<file path="config.mk">
export PLATFORM = sky130hd
export DESIGN_NAME = pipe_stage_reg
export DESIGN_NICKNAME = d
export VERILOG_FILES = /design/src/rtl/pipe_stage_reg.sv
export SDC_FILE = /design/constraint.sdc
export NUM_CORES = 1
export LEC_CHECK = 0
export CAP_MARGIN = 5
export CELL_PAD_IN_SITES_DETAIL_PLACEMENT = 0
export CELL_PAD_IN_SITES_GLOBAL_PLACEMENT = 1
export CORE_UTILIZATION = 34
export DETAILED_ROUTE_END_ITERATION = 8
export HOLD_SLACK_MARGIN = 0.06
export PLACE_DENSITY = 0.85
export SYNTH_ARGS = -nofsm -noshare
export SYNTH_HDL_FRONTEND = slang
export SYNTH_SLANG_ARGS = --single-unit
</file>
<file path="constraint.sdc">
create_clock -name CLK -period 1.9 [get_ports CLK]
set_input_delay 0.285 -clock CLK [delete_from_list [all_inputs] [get_ports CLK]]
set_output_delay 0.285 -clock CLK [all_outputs]
set_load 0.03 [all_outputs]
</file>
<file path="src/rtl/pipe_stage_reg.sv">
// Two-entry skid-buffered pipeline stage register with stall, flush and a
// saturating count of entries discarded by flush.
module pipe_stage_reg #(
  parameter int DATA_W = 128,
  parameter int CTRL_W = 16
) (
  input  logic              CLK,
  input  logic              RESET,
  input  logic              IN_VALID,
  output logic              IN_READY,
  input  logic [DATA_W-1:0] IN_DATA,
  input  logic [CTRL_W-1:0] IN_CTRL,
  input  logic              STALL,
  input  logic              FLUSH,
  output logic              OUT_VALID,
  input  logic              OUT_READY,
  output logic [DATA_W-1:0] OUT_DATA,
  output logic [CTRL_W-1:0] OUT_CTRL,
  output logic [7:0]        DROP_CNT
);

  localparam logic [1:0] S_EMPTY = 2'd0;
  localparam logic [1:0] S_ONE   = 2'd1;
  localparam logic [1:0] S_FULL  = 2'd2;

  logic [1:0]        state;
  logic [DATA_W-1:0] main_data, skid_data;
  logic [CTRL_W-1:0] main_ctrl, skid_ctrl;
  logic              accept, pop;
  logic [1:0]        held;
  logic [8:0]        drop_sum;

  // Ready depends only on registered state and STALL, never on OUT_READY.
  assign IN_READY  = (state != S_FULL) && !STALL;
  assign OUT_VALID = ((state == S_ONE) || (state == S_FULL)) && !STALL;
  assign OUT_DATA  = main_data;
  assign OUT_CTRL  = OUT_VALID ? main_ctrl : '0;

  assign accept = IN_VALID && IN_READY;
  assign pop    = OUT_VALID && OUT_READY;

  always_comb begin
    held = 2'd0;
    if (state == S_ONE)  held = 2'd1;
    if (state == S_FULL) held = 2'd2;
  end

  assign drop_sum = {1'b0, DROP_CNT} + {7'b0, held};

  always_ff @(posedge CLK) begin
    if (!RESET) begin
      state     <= S_EMPTY;
      main_data <= '0;
      main_ctrl <= '0;
      skid_data <= '0;
      skid_ctrl <= '0;
      DROP_CNT  <= '0;
    end else if (FLUSH) begin
      state    <= S_EMPTY;
      DROP_CNT <= drop_sum[8] ? 8'hff : drop_sum[7:0];
    end else begin
      // STALL needs no branch: it already forces accept and pop low.
      case (state)
        S_EMPTY: begin
          if (accept) begin
            main_data <= IN_DATA;
            main_ctrl <= IN_CTRL;
            state     <= S_ONE;
          end
        end
        S_ONE: begin
          if (accept && pop) begin
            main_data <= IN_DATA;
            main_ctrl <= IN_CTRL;
          end else if (accept) begin
            skid_data <= IN_DATA;
            skid_ctrl <= IN_CTRL;
            state     <= S_FULL;
          end else if (pop) begin
            state <= S_EMPTY;
          end
        end
        S_FULL: begin
          if (pop) begin
            main_data <= skid_data;
            main_ctrl <= skid_ctrl;
            state     <= S_ONE;
          end
        end
        default: state <= S_EMPTY;
      endcase
    end
  end

endmodule

</file>
-- After elaboration in Yosys (flattened, before gate mapping)
Index checks and enable logic that the tools add are counted.
- output and inout bits: 154
- bits in registers: 298
- reduce and logical (&&, ||, !) cells: 13
- equal/unequal tests: 8
- bitwise logic cells: 3
- add/subtract/negate cells: 1
- multiplexer cells: 18
- operators with widths (kind ; count):
    128-bit 2-to-1 mux ; 3
    128-bit case mux with 3 select lines ; 1
    16-bit 2-to-1 mux ; 4
    16-bit case mux with 3 select lines ; 1
    2-bit 2-to-1 mux ; 6
    8-bit by 2-bit adder with 9-bit output ; 1
    8-bit 2-to-1 mux ; 1
    2-bit inequality test, second input constant ; 4
    4-bit AND reduction ; 2
    2-bit case mux with 3 select lines ; 1
    1-bit logical AND ; 5
    5-bit AND reduction ; 1
    3-bit inequality test, second input constant ; 1
    1-bit inverter ; 3
    3-bit nonzero test ; 1
    2-bit by 1-bit equality test with 1-bit output, second input constant ; 1
    2-bit equality test, second input constant ; 1
    2-bit logical NOT ; 1
    2-bit by 1-bit inequality test with 1-bit output, second input constant ; 1
    2-bit OR reduction ; 1
    1-bit logical NOT ; 1
    1-bit logical OR ; 1
    1-bit 2-to-1 mux ; 1

-- Depth between registers and ports, before layout
Gate-level depths: netlist (run 1).
- depth after elaboration: 8
- gate-level depth with buffers: 10
- mapped depth without buffers: 8

-- Least setup slack after synthesis (run 1)
No wires, ideal clock.
- path kind: flip-flop to output port
- start: register state[1]
- end: output port OUT_CTRL[10]
- stages on the path, launching flop included: 6
- arrival: 1.857 ns
- slack: -0.242 ns
- cell sequence: dfxtp_1 -> inv_1 -> ha_1 -> nor2b_1 -> clkbuf_1 -> and2_1
- word-level cells in the longest chain between the ends: 4
- elaborated cells between the ends (all ways): 5
- those cells by class: 2 x eq/ne; 1 x mux; 2 x reduce/logical
- ends and longest elaborated chain (item ; RTL line ; source):
    start, declared ; 26 ; logic [1:0] state;
    start signal, assigned ; 52 ; state <= S_EMPTY;
    start signal, assigned ; 59 ; state <= S_EMPTY;
    start signal, assigned ; 68 ; state <= S_ONE;
    2-bit by 1-bit equality test with 1-bit output or 2-bit equality test (tied branches) ; 35 ; assign OUT_VALID = ((state == S_ONE) || (state == S_FULL)) && !STALL;
    1-bit logical OR * ; 35 ;
    1-bit logical AND * ; 35 ;
    named net OUT_VALID ; 15 ; output logic OUT_VALID,
    16-bit 2-to-1 mux * ; 37 ; assign OUT_CTRL = OUT_VALID ? main_ctrl : '0;
    end, declared ; 18 ; output logic [CTRL_W-1:0] OUT_CTRL,
The timed path passes the listed nets; every way through them passes the cells marked *.

-- Worst setup path in the final report (run 1)
- start: register state[1]
- end: output port OUT_CTRL[0]
- word-level cells in the longest chain between the ends: 4
- elaborated cells between the ends (all ways): 5
- those cells by class: 2 x eq/ne; 1 x mux; 2 x reduce/logical
- ends and longest elaborated chain (item ; RTL line):
    2-bit by 1-bit equality test with 1-bit output or 2-bit equality test (tied branches) ; 35
    1-bit logical OR * ; 35
    1-bit logical AND * ; 35
    16-bit 2-to-1 mux * ; 37
Mark *: on every way between the ends. The rest lies on a longest branch, timed or not.

==> results of run 1 <==
## power by group
part / total, mW / switching, mW / internal [mW]
combinational: 2.27 / 1.14 / 1.13
clock: 6.61 / 2.63 / 3.98
sequential: 6.52 / 0.0998 / 6.42
total: 15.4 / 3.87 / 11.5
## final cells by class
type,count,area [um^2],share of cell area [%]
diodes,1,2.502,0.01153
repair buffers,449,5707,26.28
flip-flops and latches,298,5971,27.50
well taps,511,639.4,2.945
inverters,4,22.52,0.1037
clock inverters,7,66.31,0.3054
multi-input cells,1094,8245,37.98
clock buffers,51,1059,4.875
## stage by stage
stage	cells	utilization [%]	power [mW]	cell area [um^2]
after global placement	2266	44.82	8.445	16960
after global routing	2415	57.37	15.92	21710
after floorplan	1512	-	7.600	13240
after CTS	2429	55.30	15.49	20930
after detailed placement	2266	44.82	8.464	16960
final	2415	57.37	15.40	21710
## worst max-delay path, stage by stage, from the launching register on
cell                      delay [ns]
sky130_fd_sc_hd__dfxtp_4        0.39
sky130_fd_sc_hd__inv_4          0.05
sky130_fd_sc_hd__ha_4           0.28
sky130_fd_sc_hd__nor2b_4        0.22
sky130_fd_sc_hd__buf_6          0.16
sky130_fd_sc_hd__and2_4         0.14
sky130_fd_sc_hd__buf_6          0.12
## how the worst min path moves through the flow
stage | startpoint | endpoint | slack [ns]
after CTS | RESET | DROP_CNT[1] | 0.28
after global placement | skid_data[93] | skid_data[93] | 0.43
after global routing | RESET | DROP_CNT[3] | 0.30
after detailed placement | skid_data[93] | skid_data[93] | 0.44
final | RESET | DROP_CNT[3] | 0.29
after floorplan | IN_CTRL[0] | skid_ctrl[0] | 0.42
## registers in the layout (all words and copies together), names as in the netlist
register and count:
OUT_DATA 128, skid_data 128, main_ctrl 16, DROP_CNT 8, skid_ctrl 16, state 2
## cell families (layout without fill, tap and decap cells)
logic type	count (synthesis)	in the layout
AND/OR/NAND/NOR	627	627
flip-flops	298	298
multiplexers	290	290
AO/OA/AOI/OAI	167	167
buffers and inverters	120	511
adder cells (fa/ha/maj)	9	9
XOR/XNOR	1	1
other	0	1
## layout by cell type, fill, tap and decap left out, types with 6 or more instances in the layout
master / n
sky130_fd_sc_hd__buf_8: 13
sky130_fd_sc_hd__buf_12: 52
sky130_fd_sc_hd__buf_4: 28
sky130_fd_sc_hd__clkdlybuf4s50_1: 269
sky130_fd_sc_hd__dfxtp_1: 296
sky130_fd_sc_hd__buf_16: 33
sky130_fd_sc_hd__clkbuf_16: 38
sky130_fd_sc_hd__a21oi_2: 126
sky130_fd_sc_hd__a21oi_1: 21
sky130_fd_sc_hd__mux2_2: 146
sky130_fd_sc_hd__and2_4: 16
sky130_fd_sc_hd__nand2_4: 114
sky130_fd_sc_hd__nand2_1: 426
sky130_fd_sc_hd__buf_6: 35
sky130_fd_sc_hd__clkbuf_1: 6
sky130_fd_sc_hd__clkbuf_8: 9
sky130_fd_sc_hd__nand2_2: 43
sky130_fd_sc_hd__mux2i_1: 141
sky130_fd_sc_hd__dlygate4sd2_1: 7
sky130_fd_sc_hd__dlymetal6s2s_1: 8
## per-layer routing
layer,track usage (%),part of all wire [%],wire length (um),up-vias
li1,-,-,-,5766
met1,29.00,44,20440,5878
met2,38.44,48,22560,315
met3,4.273,5.3,2496,79
met4,6.610,2.6,1227,0
met5,0,0,0,-
## timing repair
action | in CTS | in global routing
cloned | 47 | 0
gates resized for setup | 274 | 354
endpoints found under the setup margin | 312 | 324
hold buffers | 0 | 0
pin swaps | 91 | 213
buffers inserted | 59 | 18
==> flow_summary.rst, run 1 <==
.. list-table::
   :header-rows: 1

   * - Metric
     - Value
   * - Hold path cells
     - 4
   * - Cell accounting for the most synthesized area
     - sky130_fd_sc_hd__dfxtp_1
   * - Mean instance size in the synthesized netlist
     - 8.695 um^2
   * - Total global routing track utilization
     - 22.64%
   * - Post-Route Skew
     - 0.01326 ns
   * - Overall routed net length
     - 46.72 mm
   * - Standby leakage power
     - 9.390 nW
   * - Top post-synthesis cells by count
     - 583 x sky130_fd_sc_hd__nand2_1, 298 x sky130_fd_sc_hd__dfxtp_1, 146 x sky130_fd_sc_hd__mux2_2
   * - Antenna violations before repair
     - 1
   * - Clock input transition at the sequential cells of the worst setup and hold paths
     - 0.07 ns
   * - Arithmetic-cell share of the synthesized area counting full adders, half adders and majority gates
     - 0.8566%
   * - Number of global-route vias before repair
     - 11.96k
   * - Port buffer count
     - 303
   * - Net Count, Synth
     - 1671
   * - Critical path fanouts, max
     - 5
   * - Drc violations
     - 0
   * - Worst Reg2Reg Path Length in Cells
     - 11
   * - Later-pin clock latency in the skew report
     - 0.51 ns
   * - Maximum vdd drop
     - 525.5 uV
   * - Arrival time of the worst setup path
     - 1.89 ns
   * - Buffer type at the clock tree root
     - sky130_fd_sc_hd__clkbuf_16
   * - Relative slew slack
     - 52.55%
   * - Synthesized-area fraction occupied by and/or/nand/nor cells
     - 18.75%
   * - Capturing point of the worst reg2reg path
     - OUT_DATA[116]
   * - GPL Wtd Cong
     - 0.7780
   * - Worst hold path type
     - in -> reg
   * - Final net count
     - 2040
   * - Setup repair after global routing missed its margin
     - true
   * - Minimum setup slack among reg-to-reg paths
     - -0.27 ns
   * - Global route overflow
     - 0
   * - Die extent in x
     - 198.6 um
   * - Crit path setup slack, layout
     - -0.2711 ns
   * - Count of antenna-violating nets left after detailed routing
     - 0
   * - Required time at the endpoint of the critical path
     - 1.62 ns
   * - Area growth, synth to finish
     - 65.16%
   * - CP endpoint
     - OUT_CTRL[0]
   * - EDFF count, synth
     - 0
   * - Synth warnings
     - 0
   * - Leading register cell type out of synthesis
     - sky130_fd_sc_hd__dfxtp_1
   * - Power per standard cell area
     - 709.4 nW/um^2
   * - Final Hold Viols
     - 0
   * - Clock sink count
     - 298
   * - Post-synthesis share of cell area spent on xor and xnor gates
     - 0.06662%
   * - Layout cells sized above 1
     - 36.63%
   * - FF-to-FF Start
     - state[0]
   * - Async SR Flop Fraction
     - 0%
   * - Number of DRC violations after detailed-routing iteration 0
     - 486
   * - First-pass GRT wire length
     - 68.72 mm
   * - Maximum number of buffers from clock root to sink
     - 3
   * - DR WL/cell
     - 19.35 um
   * - Min Clock Period, post-route
     - 2.171 ns
   * - Failing checks
     - negative setup slack
   * - CP startpoint kind
     - flip-flop
   * - Total negative slack
     - -55.01 ns
   * - Capturing element type of the critical path
     - output pin
   * - FF+latch count, synth
     - 298
   * - Clock buffer count from CTS
     - 34
   * - First-pass iteration count of the detailed router
     - 6
   * - Synthesized cell area
     - 13150 um^2
   * - Worst slack at placement
     - -0.3746 ns
   * - Vias per inst
     - 4.985
   * - Achievable clock frequency
     - 460.6 MHz
   * - DIE AREA
     - 39460 um^2
   * - HPWL Detailed
     - 23.66 mm
   * - Most repeated cell in the gate-level netlist after synthesis
     - sky130_fd_sc_hd__nand2_1
   * - Critical path class
     - reg -> out
   * - H-tree depth
     - 2
   * - Multiplexer area fraction after synthesis
     - 23.47%
   * - Number of different library cells in the post-synthesis netlist
     - 39
   * - Seq/Total Area, Yosys
     - 45.38%
   * - Hold slack final
     - 0.2929 ns
   * - Placement row count
     - 71
   * - CORE AREA
     - 37840 um^2
   * - Share of the synthesized area in compound gates (AO/OA/AOI/OAI)
     - 6.938%
   * - Number of fill cells in the layout
     - 3227
   * - Top Ports
     - 304
   * - Result of the run
     - finished, violations left
   * - Leading post-synthesis cells by cell area
     - sky130_fd_sc_hd__dfxtp_1 45%, sky130_fd_sc_hd__nand2_1 17%, sky130_fd_sc_hd__mux2_2 13%
   * - Initial Util
     - 34.74%
   * - Dominant combinational cell family by area after synthesis
     - multiplexers
   * - Transition time at the pin with the least slew margin
     - 0.7118 ns
   * - Vert. Die Dim
     - 198.6 um
   * - Number of violations of the max-capacitance limit
     - 0
   * - Worst setup startpoint
     - state[1]
   * - Gate count of the mapped netlist
     - 1512
   * - Number of vias after detailed routing
     - 12.04k
   * - Setup-violating endpoint count in the final report
     - 314
   * - Max-slew violations
     - 0
   * - Final cycle utilization of the critical path
     - 114.3%
   * - Top-area cell type share of the netlist area
     - 45.38%
   * - CTS tree
     - built
   * - Pin count of the biggest net entering global routing
     - 140
No activity file was read; power rests on OpenSTA's default activity.
==> run 2, diff against run 1 <==
Settings changed: ABC_AREA from default to 0.
==> results of run 2 <==
Final layout, timing and power as in run 1 (identical DEF).
==> run 3, diff against run 2 <==
Settings changed: PLACE_DENSITY 0.85 to default, PLACE_DENSITY_LB_ADDON from default to 0.1, REMOVE_ABC_BUFFERS from default to 1, SETUP_SLACK_MARGIN from default to 0.1.
==> flow_summary.rst, run 3 (synthesized netlist as in run 1, its figures left out) <==
.. list-table::
   :header-rows: 1

   * - Metric
     - Value
   * - Result of the run
     - finished, violations left
   * - Failing checks
     - negative setup slack
   * - Worst hold path type
     - in -> reg
   * - Setup-violating endpoint count in the final report
     - 305
   * - Achievable clock frequency
     - 471.5 MHz
   * - Antenna violations before repair
     - 7
   * - Total non-filler cell area in the finished layout
     - 20820 um^2
   * - HPWL Detailed
     - 24.89 mm
   * - Critical path class
     - reg -> reg
   * - Switching Power
     - 3.771 mW
   * - Clock sink count
     - 298
   * - DIE AREA
     - 39460 um^2
   * - Met3 Usage GRT
     - 4.680%
   * - Pwr Total
     - 15.15 mW
   * - Global route overflow
     - 0
   * - Final net count
     - 2019
   * - Most common cell after layout, fill and taps aside
     - sky130_fd_sc_hd__nand2_1
   * - Share of total power in sequential cells
     - 43.0%
   * - Power per standard cell area
     - 727.8 nW/um^2
   * - Area growth, synth to finish
     - 58.36%
   * - Post-layout util
     - 55.01%
   * - Maximum vdd drop
     - 509.5 uV
   * - Standby leakage power
     - 10.85 nW
   * - Capturing element type of the critical path
     - flip-flop
   * - Maximum number of buffers from clock root to sink
     - 3
   * - Number of global-route vias before repair
     - 10.77k
   * - CP startpoint kind
     - flip-flop
   * - First-pass GRT wire length
     - 59.15 mm
   * - CTS tree
     - built
   * - Vias per inst
     - 4.838
   * - Buffer type at the clock tree root
     - sky130_fd_sc_hd__clkbuf_16
   * - Cell total after placement
     - 2286
   * - Critical path fanouts, max
     - 7
   * - Number of vias after detailed routing
     - 11.57k
   * - Initial Util
     - 34.74%
   * - Placement row count
     - 71
   * - DR WL/cell
     - 17.47 um
   * - Crit path setup slack, layout
     - -0.2207 ns
   * - Drc violations
     - 0
   * - CORE AREA
     - 37840 um^2
   * - Layout cells sized above 1
     - 30.78%
   * - Non-filler cells in the finished layout
     - 2392
   * - Final Hold Viols
     - 0
   * - Final cycle utilization of the critical path
     - 111.6%
   * - Global-route met2 utilization
     - 30.95%
   * - Pin count of the biggest net entering global routing
     - 85
   * - Number of violations of the max-capacitance limit
     - 0
   * - Setup repair after global routing missed its margin
     - true
   * - Clock buffer count from CTS
     - 36
   * - Clock input transition at the sequential cells of the worst setup and hold paths
     - 0.06 ns
   * - GRT Max-Usage Layer
     - met2
   * - Arrival time of the worst setup path
     - 2.56 ns
   * - Portion of total power attributed to combinational logic
     - 13.9%
   * - Count of antenna-violating nets left after detailed routing
     - 0
   * - Met1 demand-to-capacity share in global routing
     - 25.13%
   * - Top Ports
     - 304
   * - First-pass iteration count of the detailed router
     - 4
   * - Later-pin clock latency in the skew report
     - 0.52 ns
   * - Power Internal
     - 11.38 mW
   * - Post-Route Skew
     - 0.01287 ns
   * - Vert. Die Dim
     - 198.6 um
   * - Die extent in x
     - 198.6 um
   * - H-tree depth
     - 2
   * - Relative slew slack
     - 68.15%
   * - Switching Fraction
     - 24.89%
   * - Min Clock Period, post-route
     - 2.121 ns
   * - Number of diodes
     - 0
   * - Total negative slack
     - -41.32 ns
   * - Max-slew violations
     - 0
   * - Total global routing track utilization
     - 19.06%
   * - Required time at the endpoint of the critical path
     - 2.34 ns
   * - Top library cells by usage in the layout, fill and taps aside
     - 491 x sky130_fd_sc_hd__nand2_1, 296 x sky130_fd_sc_hd__dfxtp_1, 150 x sky130_fd_sc_hd__clkdlybuf4s50_1, 146 x sky130_fd_sc_hd__mux2_2, 143 x sky130_fd_sc_hd__mux2i_1
   * - Number of DRC violations after detailed-routing iteration 0
     - 389
   * - Relative contribution of the clock network to total power
     - 43.1%
   * - Placed Instance Area
     - 17160 um^2
   * - GPL Wtd Cong
     - 0.7438
   * - Overall routed net length
     - 41.79 mm
   * - Port buffer count
     - 303
   * - Transition time at the pin with the least slew margin
     - 0.4777 ns
## run 3: cell types whose count changed in the layout (fill, tap and decap cells not counted), moves of 4 or more
cell / change
sky130_fd_sc_hd__nand2_1: +65
sky130_fd_sc_hd__buf_16: -23
sky130_fd_sc_hd__clkbuf_1: +5
sky130_fd_sc_hd__a21oi_2: -20
sky130_fd_sc_hd__a21oi_1: +22
sky130_fd_sc_hd__dlygate4sd2_1: -4
sky130_fd_sc_hd__buf_4: +4
sky130_fd_sc_hd__clkbuf_16: +14
sky130_fd_sc_hd__buf_12: -16
sky130_fd_sc_hd__clkdlybuf4s50_1: -119
sky130_fd_sc_hd__dlymetal6s2s_1: +123
sky130_fd_sc_hd__nand2_4: -46
sky130_fd_sc_hd__nand2_2: -19
## run 3: worst paths after layout
path / start / end / slack, ns / cells past startpoint
max reg2reg: state[1] / skid_data[87] / -0.22 / 10
max: state[1] / skid_data[87] / -0.22 / 10
min reg2reg: skid_ctrl[11] / skid_ctrl[11] / 0.45 / 2
min: RESET / OUT_DATA[87] / 0.14 / 3
## run 3: stage by stage
stage	hold WS [ns]	worst slack (ns)
floorplan	0.4025	-12.64
global placement	0.4379	-0.2853
detailed placement	0.4439	-0.3380
CTS	0.1204	-0.2222
global route	0.1459	-0.3053
finish	0.1390	-0.2207
## run 3: layout make-up
cell class | instances | area, um^2
inverters | 4 | 25.02
well taps | 511 | 639.4
clock inverters | 2 | 10.01
flip-flops and latches | 298 | 5971
fillers | 3451 | 17030
clock buffers | 57 | 1091
repair buffers | 426 | 5371
multi-input cells | 1094 | 7711
## run 3: what timing repair did
item	in CTS	in global routing
hold buffers	0	0
pin swaps	20	163
resized for setup	94	431
gates cloned	12	19
setup endpoints to repair	450	449
buffers inserted	15	8
hold endpoints to repair	0	0
## run 3: critical path, stage by stage, from the launching register on
cell and delay, ns:
sky130_fd_sc_hd__dfxtp_4 0.36, sky130_fd_sc_hd__buf_6 0.12, sky130_fd_sc_hd__ha_4 0.16, sky130_fd_sc_hd__or3b_4 0.42, sky130_fd_sc_hd__nor4b_4 0.23, sky130_fd_sc_hd__buf_6 0.19
sky130_fd_sc_hd__buf_8 0.13, sky130_fd_sc_hd__buf_12 0.11, sky130_fd_sc_hd__buf_16 0.15, sky130_fd_sc_hd__nand2_4 0.05, sky130_fd_sc_hd__a21oi_2 0.11
## run 3: routing by layer
layer / share of wire (%) / wire (um)
met2: 48 / 20020
met4: 1.4 / 601
met3: 5.5 / 2299
met5: 0.21 / 87
met1: 45 / 18780
## run 3: power groups by stage
stage,Combinational (mW),Clock [mW],Sequential [mW]
after global placement,1.86,0,6.65
after CTS,2.03,6.72,6.52
after detailed placement,1.86,0,6.65
after global routing,2.23,7.00,6.53
after floorplan,0.791,0,6.90
final,2.10,6.53,6.51
